### src/rtl/ex_mem_stage_reg.sv
// EX->MEM pipeline register with a valid/ready handshake and a one-entry skid buffer.
// It also exports a forwarding tap from the output register and a saturating count
// of back-pressure cycles.
module ex_mem_stage_reg #(
  parameter int B     = 32,
  parameter int RA    = 5,
  parameter int CNT_W = 16
) (
  input  logic             clk,
  input  logic             reset_n,
  input  logic             flush,
  input  logic             in_valid,
  output logic             in_ready,
  input  logic [B-1:0]     in_alu_result,
  input  logic             in_zero,
  input  logic [B-1:0]     in_store_data,
  input  logic [RA-1:0]    in_rd,
  input  logic [3:0]       in_ctrl,
  output logic             out_valid,
  input  logic             out_ready,
  output logic [B-1:0]     out_alu_result,
  output logic             out_zero,
  output logic [B-1:0]     out_store_data,
  output logic [RA-1:0]    out_rd,
  output logic [3:0]       out_ctrl,
  output logic             fwd_en,
  output logic [RA-1:0]    fwd_rd,
  output logic [B-1:0]     fwd_data,
  output logic [CNT_W-1:0] stall_cnt
);

  // Each entry is carried as one flat vector so that the output and skid registers share a layout.
  localparam int EW = B + 1 + B + RA + 4;

  typedef enum logic [1:0] {S_EMPTY, S_FULL, S_SKID} state_t;

  state_t           r_state, w_nstate;
  logic [EW-1:0]    w_in_entry, r_out, r_skid;
  logic             w_in_fire, w_out_fire;
  logic             w_ld_out_in, w_ld_out_skid, w_ld_skid;
  logic [CNT_W-1:0] r_stall;

  assign w_in_entry = {in_alu_result, in_zero, in_store_data, in_rd, in_ctrl};

  // in_ready depends only on the registered state and on reset, never on in_valid.
  assign in_ready   = reset_n & (r_state != S_SKID);
  assign out_valid  = (r_state != S_EMPTY);
  assign w_in_fire  = in_valid & in_ready;
  assign w_out_fire = out_valid & out_ready;

  assign {out_alu_result, out_zero, out_store_data, out_rd, out_ctrl} = r_out;

  // After a flush the state is EMPTY, so out_valid gates off any stale output fields.
  assign fwd_en    = out_valid & out_ctrl[3] & (out_rd != '0);
  assign fwd_rd    = out_rd;
  assign fwd_data  = out_alu_result;
  assign stall_cnt = r_stall;

  // State register.
  always_ff @(posedge clk or negedge reset_n) begin
    if (!reset_n) r_state <= S_EMPTY;
    else          r_state <= w_nstate;
  end

  // Next state and register load selects. Flush overrides every other input.
  always_comb begin
    w_nstate      = r_state;
    w_ld_out_in   = 1'b0;
    w_ld_out_skid = 1'b0;
    w_ld_skid     = 1'b0;
    if (flush) begin
      w_nstate = S_EMPTY;
    end else begin
      case (r_state)
        S_EMPTY: begin
          if (w_in_fire) begin
            w_ld_out_in = 1'b1;
            w_nstate    = S_FULL;
          end
        end
        S_FULL: begin
          if (w_out_fire && w_in_fire) begin
            w_ld_out_in = 1'b1;
          end else if (w_out_fire) begin
            w_nstate = S_EMPTY;
          end else if (w_in_fire) begin
            w_ld_skid = 1'b1;
            w_nstate  = S_SKID;
          end
        end
        S_SKID: begin
          if (w_out_fire) begin
            w_ld_out_skid = 1'b1;
            w_nstate      = S_FULL;
          end
        end
        default: w_nstate = S_EMPTY;
      endcase
    end
  end

  // Output register. It holds its value unless a new entry is loaded.
  always_ff @(posedge clk or negedge reset_n) begin
    if (!reset_n)           r_out <= '0;
    else if (w_ld_out_in)   r_out <= w_in_entry;
    else if (w_ld_out_skid) r_out <= r_skid;
  end

  // Skid register. It catches the entry accepted while MEM is back-pressuring.
  always_ff @(posedge clk or negedge reset_n) begin
    if (!reset_n)       r_skid <= '0;
    else if (w_ld_skid) r_skid <= w_in_entry;
  end

  // Back-pressure counter. It saturates at all-ones and is cleared only by reset.
  always_ff @(posedge clk or negedge reset_n) begin
    if (!reset_n)
      r_stall <= '0;
    else if (out_valid && !out_ready && !flush && (r_stall != {CNT_W{1'b1}}))
      r_stall <= r_stall + {{(CNT_W-1){1'b0}}, 1'b1};
  end

endmodule

### config.mk
export PLATFORM = sky130hd
export DESIGN_NAME = ex_mem_stage_reg
export DESIGN_NICKNAME = d
export VERILOG_FILES = /design/src/rtl/ex_mem_stage_reg.sv
export SDC_FILE = /design/constraint.sdc
export NUM_CORES = 1
export LEC_CHECK = 0
export CAP_MARGIN = 20
export CORE_MARGIN = 3
export CORE_UTILIZATION = 52
export DETAILED_ROUTE_END_ITERATION = 16
export GPL_ROUTABILITY_DRIVEN = 0
export PLACE_DENSITY = 0.93
export SLEW_MARGIN = 20
export SYNTH_ARGS = -nofsm -noshare
export SYNTH_HDL_FRONTEND = slang
export SYNTH_SLANG_ARGS = --single-unit
### constraint.sdc
create_clock -name clk -period 4.06 [get_ports clk]
set_input_delay 1.015 -clock clk [delete_from_list [all_inputs] [get_ports clk]]
set_output_delay 1.015 -clock clk [all_outputs]
set_load 0.02 [all_outputs]
==> run metrics, run 1 <==
Lkg Pwr 4.74 nW; hold buffers post-CTS 0; layout cells sized above 1 0.158; largest net degree at the start of global routing 165; drt pass-1 iters 7; nets approximately 860; DR vias/cell 5.57; ant diodes 0; crit path max fanout 7; first-pass GRT wire length 29800 um; crit path DAT about 2100 ps; Total GRT Usage 0.237; min Tclk post-route 3090 ps; initial drt markers 391; Layout fillers 897; post-route setup slack around 970 ps; outcome completed; cell taking the most area after synthesis dfrtp_1; TritonCTS Buffers 17; Clk pin slew, worst setup/hold paths 60 ps; Clock Tree Root clkbuf_16; critical path endpoint category output pin; Top Ports 209; CTS tree done; sequential share of the synthesized area 0.565; max-slew violation count 0; clock sink total 166; Core ar. 13600 um2; total number of vias 5379; fmax 323 MHz; crit path kind reg2out; fin crit share 0.762; Yosys top cell area share 0.565; Worst-Skew Late Latency 420 ps; pre-CTS setup slack 733 ps; I/O Buffers 208; final setup TNS 0 ps; Power Density between 500 and 600 nW/um2; Slew @ Worst Pin 835 ps; Synth Net Count 693; die area 15600 um2; post-route ant nets 0; Mean Syn Cell Area 12.0 um2; DP HPWL 12000 um; FF+latch count, synth 166; die width 125 um; Max VDD drop 0.000293 V; Rows 42; Yosys warnings 0; ranking of synthesized cells by area dfrtp_1 (56%), mux2_4 (10%), nand2_1 (8.0%), a22oi_1 (7.5%), mux2_2 (4.0%); Clock Skew between 7 and 8 ps; H-tree depth 4; clock buffer depth 2; RSZ-0062 raised after global routing no; final wirelength 18300 um; slew margin rel. 0.443; Die H approximately 120 um; initial antenna violation count 0; WL/cell 18.9 um; Synth Cell Area 7360 um2; Finish-stage setup viols 0; Synth Instances 613; WP data required 3040 ps; PostCTS Resize Cnt 0; Startpoint Class register; area of the multi-input gates around 2700 um2; endpoints failing hold 0; Post-CTS Setup Bufs 0; Initial Util 0.543; # DRC 0; number of max-cap violations 0; Hold Slack 389 ps; vias in the first global route 5842; synth unique cells 40; register area 4150 um2; total grt overflow 0; min-delay worst type in2async; Layout area overhead 33.9%; post-layout power 5.17 mW
==> per-layer routing <==
layer / global-route usage / vias up / routed length, um
met1: 0.284 / 2692 / 7250
met5: 0 / - / 0
li1: - / 2417 / -
met3: 0.0588 / 39 / 1210
met2: 0.414 / 231 / 9420
met4: 0.0912 / 0 / 429
==> power breakdown <==
| group | internal (mW) | total [mW] | leakage, nW | switching (mW) |
|---|---|---|---|---|
| logic | 0.694 | 1.31 | 2.31 | 0.617 |
| registers | 1.96 | 2.20 | 2.13 | 0.235 |
| clock network | 1.02 | 1.67 | 0.300 | 0.648 |
| total | 3.67 | 5.17 | 4.74 | 1.50 |
==> sequential cells by signal, indices dropped and copies added, names as in the netlist <==
register and flops:
r_state 2, r_skid 74, stall_cnt 16, r_out 74
==> critical path, stage by stage, from the launching register on <==
cell	delay [ps]
dfrtp_1	440
or2_1	350
o311a_1	230
clkdlybuf4s50_1	630
==> worst paths after layout <==
check,start,to,slack [ps],depth (start not counted)
setup / recovery,r_state[1],fwd_en,970,3
hold / removal,reset_n,r_state[0],390,1
setup reg to reg,r_state[1],r_out[55],1840,5
hold reg to reg,r_out[0],r_out[0],480,2
max in group asynchronous,reset_n,r_skid[15],2640,2
min in group clk,r_out[0],r_out[0],480,2
==> final cells by class <==
| type | instances | share of cell area |
|---|---|---|
| clock buffers | 21 | 0.0478 |
| clock inverters | 11 | 0.0149 |
| inverters | 3 | 0.00114 |
| multi-input cells | 372 | 0.273 |
| flip-flops and latches | 166 | 0.422 |
| well taps | 176 | 0.0224 |
| repair buffers | 217 | 0.220 |
==> placed cells by master, fill, tap and decap left out, types with 2 or more instances in the layout <==
cell	instances
clkinvlp_4	2
mux2i_1	2
dfrtp_1	166
nor3_1	6
xor2_1	8
o21a_1	4
and4_1	4
a31oi_1	3
nand3_1	6
clkinv_2	3
bufinv_16	3
a22oi_1	74
nor2_1	5
inv_1	3
clkbuf_8	3
clkbuf_16	17
mux2_2	26
nand2_1	155
nand4_1	3
and3_1	5
mux2_4	49
buf_4	8
inv_6	2
xnor2_1	2
clkdlybuf4s50_1	207
==> kinds of logic after synthesis <==
logic type	Yosys count	synth area share
DFF	166	0.565
muxes	77	0.142
and+or+nand+nor	198	0.118
adders and majority gates	1	0.00170
xor gates and xnor gates	10	0.0119
buffers and inverters	75	0.0738
AOI/OAI and AO/OA	86	0.0876
==> synthesized netlist by cell type (all sizes together) <==
cell type	n
inv	3
nand4	3
o211ai	1
and4	5
xor2	8
nor4b	1
buf	68
nor4	1
o22a	1
nand3	7
clkbuf	4
o41ai	1
and4bb	2
a21oi	1
ha	1
mux2	75
nand2b	1
a22oi	74
nor2b	1
and3	5
nor2	6
nor3	6
or2	1
xnor2	2
or3	1
o311a	1
dfrtp	166
mux2i	2
o21a	4
nor3b	1
and2	1
nand2	156
a31oi	3
==> through the flow <==
step	instances	util	instance area, um2
6_report	966	0.727	9850
5_1_grt	966	0.727	9850
4_1_cts	966	0.727	9850
3_5_place_dp	934	0.681	9230
3_3_place_gp	934	0.681	9230
2_1_floorplan	613	-	7360
No activity file was read; power rests on OpenSTA's default activity.
==> inputs of run 2 (changes only) <==
Settings changed: CORE_UTILIZATION 52 to 48, PLACE_DENSITY 0.93 to 0.87.
Clock period 4.06 ns to 3.18 ns, I/O delays scaled along.
==> run 2 against run 1 <==
- sequential share of layout area down 0.11 points
- clock power up 17%
- clock skew about the same
- flip-flop and latch count unchanged
- non-clock buffer count down 1
- die area up 7.9%
- combinational power up 26%
- core utilization down 5.7 points
- largest cell class unchanged
- total power up 23%
- clock-buffer cell count up 3
- final cell count up 0.72%
- sequential power up 27%
==> run metrics, run 2 (synthesized netlist as in run 1, its figures left out) <==
min Tclk post-route about 2900 ps; die width 130 um; crit path from r_out[5]; crit path max fanout 4; number of max-cap violations 0; crit path DAT 2070 ps; max-slew violation count 0; I/O Buffers 208; sequential share of power 0.436; Clock Skew 7.30 ps; crit path kind reg2out; post-route ant nets 0; min-delay worst type in2async; Slew @ Worst Pin 879 ps; Finish-stage setup viols 0; largest net degree at the start of global routing 165; GR Util met1 0.274; fin crit share 0.901; endpoints failing hold 0; Post-CTS Setup Bufs 0; critical path endpoint category output pin; Net Sw Power around 1.8 mW; Startpoint Class register; DR vias/cell around 5.4; GR peak layer met2; WP data required 2380 ps; DP HPWL 11300 um; WL/cell 17.6 um; Top Ports 209; Layout area overhead 34.2%; commonest non-fill, non-tap cell in the layout clkdlybuf4s50_1; R2R Setup Slk 1310 ps; Worst setup endpoint fwd_en; nets 856; initial antenna violation count 0; CP cell instances or3_1 > o311a_1 > clkdlybuf4s50_1; layout cells sized above 1 0.155; CP max-delay cell clkdlybuf4s50_1; pre-CTS setup slack 399 ps; met3 Usage GRT 0.0634; Total GRT Usage 0.210; CP max stage delay 540 ps; die area ~17000 um2; clock buffer depth 2; slew margin rel. 0.414; drt pass-1 iters 5; Clk pin slew, worst setup/hold paths 60 ps; Logic pwr share 0.259; Max VDD drop 0.000369 V; fmax around 350 MHz; Clock Tree Root clkbuf_16; Worst R2R Path Depth 5; Power Density 647 nW/um2; PostCTS Resize Cnt 0; post-layout power 6.39 mW; final setup TNS 0 ps; final wirelength around 17000 um; grt met2 use 0.337; vias in the first global route 5357; Hold Slack 168 ps; clock share of power 0.305; most frequent cells in the layout clkdlybuf4s50_1 (207), dfrtp_1 (166), nand2_1 (155); sw frac 0.288; first-pass GRT wire length ~28000 um; Lkg Pwr 4.73 nW; RSZ-0062 raised after global routing no; TritonCTS Buffers 17; hold buffers post-CTS 0; # DRC 0; reg2reg start r_state[1]; outcome completed; post-route setup slack between 300 and 400 ps; Worst R2R End r_out[73]; Pint 4.55 mW; total number of vias 5247; Rows 44; CTS tree done; Initial Util 0.499; total grt overflow 0; Die H 130 um; H-tree depth 4; Core ar. 14800 um2; ant diodes 0; initial drt markers approximately 370; Worst-Skew Late Latency 420 ps; clock sink total 166
run 2: power groups by stage:
stage               Sequential (mW)  Clock (mW)  Combinational [mW]
detailed placement             2.80           0                1.67
floorplan                      2.99           0               0.710
global route                   2.84        2.10                1.77
CTS                            2.79        1.99                1.67
global placement               2.80           0                1.62
finish                         2.79        1.95                1.65
run 2: area by class of cell:
class	count	area, um2
clock buffers	24	492
clock inverters	8	72.6
fillers	1098	4880
inverters	3	11.3
multi-input cells	372	2690
flip-flops and latches	166	4150
well taps	184	230
repair buffers	216	2230
run 2: critical path, delay by kind of cell (launching register included):
kind | cells | cell delay, ps
compound gates | 1 | 310
buf+inv | 1 | 540
flops | 1 | 410
simple gates | 1 | 390
run 2: worst min-delay path by stage:
stage,slack [ps],start,endpoint
after global routing,150,reset_n,r_state[0]
after CTS,150,reset_n,r_state[1]
after global placement,460,r_out[0],r_out[0]
after detailed placement,460,r_out[39],r_out[39]
after floorplan,460,r_skid[0],r_out[0]
final,170,reset_n,r_state[0]
run 2: per-layer routing:
layer / share of wire / vias to the layer above
met3: 0.066 / 26
met1: 0.42 / 2607
met4: 0.022 / 0
met2: 0.49 / 200
met5: 0 / -
li1: - / 2414
run 2: metrics by stage:
stage / instances / area [um2] / util
after detailed placement: 941 / 9310 / 0.631
after CTS: 973 / 9880 / 0.669
after global routing: 973 / 9880 / 0.669
after global placement: 941 / 9310 / 0.631
final: 973 / 9880 / 0.669
after floorplan: 613 / 7360 / -
==> inputs of run 3 (changes only) <==
Settings changed: CORE_UTILIZATION 48 to 52, PLACE_DENSITY 0.87 to 0.93.
Clock period 3.18 ns to 3.7 ns, I/O delays scaled along.
==> run 3 against run 2 <==
- largest cell class unchanged
- total power down 14%
- clock power down 14%
- cell area down 0.57%
- worst hold slack better by 130 ps
- die area down 7.3%
- clock skew about the same
- largest power group unchanged
- register-to-register slack better by 250 ps
- critical path depth unchanged
==> run metrics, run 3 (synthesized netlist as in run 1, its figures left out) <==
outcome completed; Clock Tree Root clkbuf_16; Startpoint Class register; layout cells sized above 1 0.157; die area 15600 um2; critical path endpoint category output pin; hold buffers post-CTS 0; clock buffer depth 2; initial drt markers 443; pre-CTS setup slack around 580 ps; Power Density 563 nW/um2; Lkg Pwr 4.73 nW; fmax around 330 MHz; RSZ-0062 raised after global routing no; cell area after layout a little under 10000 um2; non-filler cells, final 965; crit path DAT 2060 ps; Hold Slack 295 ps; Clock Skew 7.61 ps; min Tclk post-route 2990 ps; Core ar. 13600 um2; Core Util, Final 0.724; Die H ~120 um; # DRC 0; Rows 42; die width 125 um; Initial Util 0.543; Logic pwr share 0.261; largest net degree at the start of global routing 165; Total GRT Usage 0.236; first-pass GRT wire length 29800 um; crit path max fanout 4; post-layout power 5.52 mW; Worst-Skew Late Latency 430 ps; dpl cells between 900 and 1000; Top Ports 209; fin crit share 0.808; H-tree depth 4; post-route ant nets 0; ant diodes 0; drt pass-1 iters 5; Layout area overhead 33.4%; TritonCTS Buffers 17; commonest non-fill, non-tap cell in the layout clkdlybuf4s50_1; sw frac 0.294; sequential share of power 0.435; vias in the first global route approximately 5700; total grt overflow 0; clock share of power 0.303; clock sink total 166; I/O Buffers 208; Slew @ Worst Pin 856 ps; min-delay worst type in2async; Cell Area, Placed 9260 um2; Pint 3.90 mW; DR vias/cell 5.62; WP data required 2770 ps; post-route setup slack 712 ps; initial antenna violation count 0; Finish-stage setup viols 0; final wirelength 18300 um; Clk pin slew, worst setup/hold paths 60 ps; Post-CTS Setup Bufs 0; crit path kind reg2out; nets 857; final setup TNS 0 ps; endpoints failing hold 0; number of max-cap violations 0; WL/cell 18.9 um; PostCTS Resize Cnt 0; max-slew violation count 0; Net Sw Power 1.62 mW; CTS tree done; most frequent cells in the layout clkdlybuf4s50_1 (207), dfrtp_1 (166), nand2_1 (155); DP HPWL ~12000 um; Max VDD drop 0.000318 V; slew margin rel. 0.429; total number of vias 5422
[run 3: final cells by class]
class	instances	area, um2
fill	848	3740
timing repair buffer	217	2190
sequential	166	4150
multi-input combinational	372	2690
clock buffer	22	484
inverter	3	11.3
clock inverter	9	76.3
tap	176	220
[run 3: metal layers]
metal  up-vias  routed length, um  global-route usage
met5         -                  0                   0
met4         0                471              0.0912
li1       2409                  -                   -
met1      2716               7290               0.297
met3        44               1220              0.0567
met2       253               9300               0.399
[run 3: power by group through the flow]
stage | Sequential (mW) | Clock (mW) | Combinational, mW
finish | 2.41 | 1.68 | 1.44
global route | 2.45 | 1.78 | 1.53
CTS | 2.40 | 1.70 | 1.46
detailed placement | 2.42 | 0 | 1.45
global placement | 2.40 | 0 | 1.40
floorplan | 2.57 | 0 | 0.611
[run 3: path summary, 6_finish.rpt]
path                            startpoint          to  slack [ps]  cells past startpoint
worst max register to register  r_state[1]   r_out[17]        1560                      5
max in group asynchronous          reset_n   r_out[15]        2350                      2
min in group clk                 r_out[28]   r_out[28]         480                      2
worst max-delay path              r_out[5]      fwd_en         710                      3
worst min-delay path               reset_n  r_state[1]         300                      1
worst min register to register   r_out[28]   r_out[28]         480                      2
[run 3: critical path, cell delays in order (launching register included)]
cell,delay (ps)
dfrtp_1,430
or3_1,390
o311a_1,290
clkdlybuf4s50_1,540
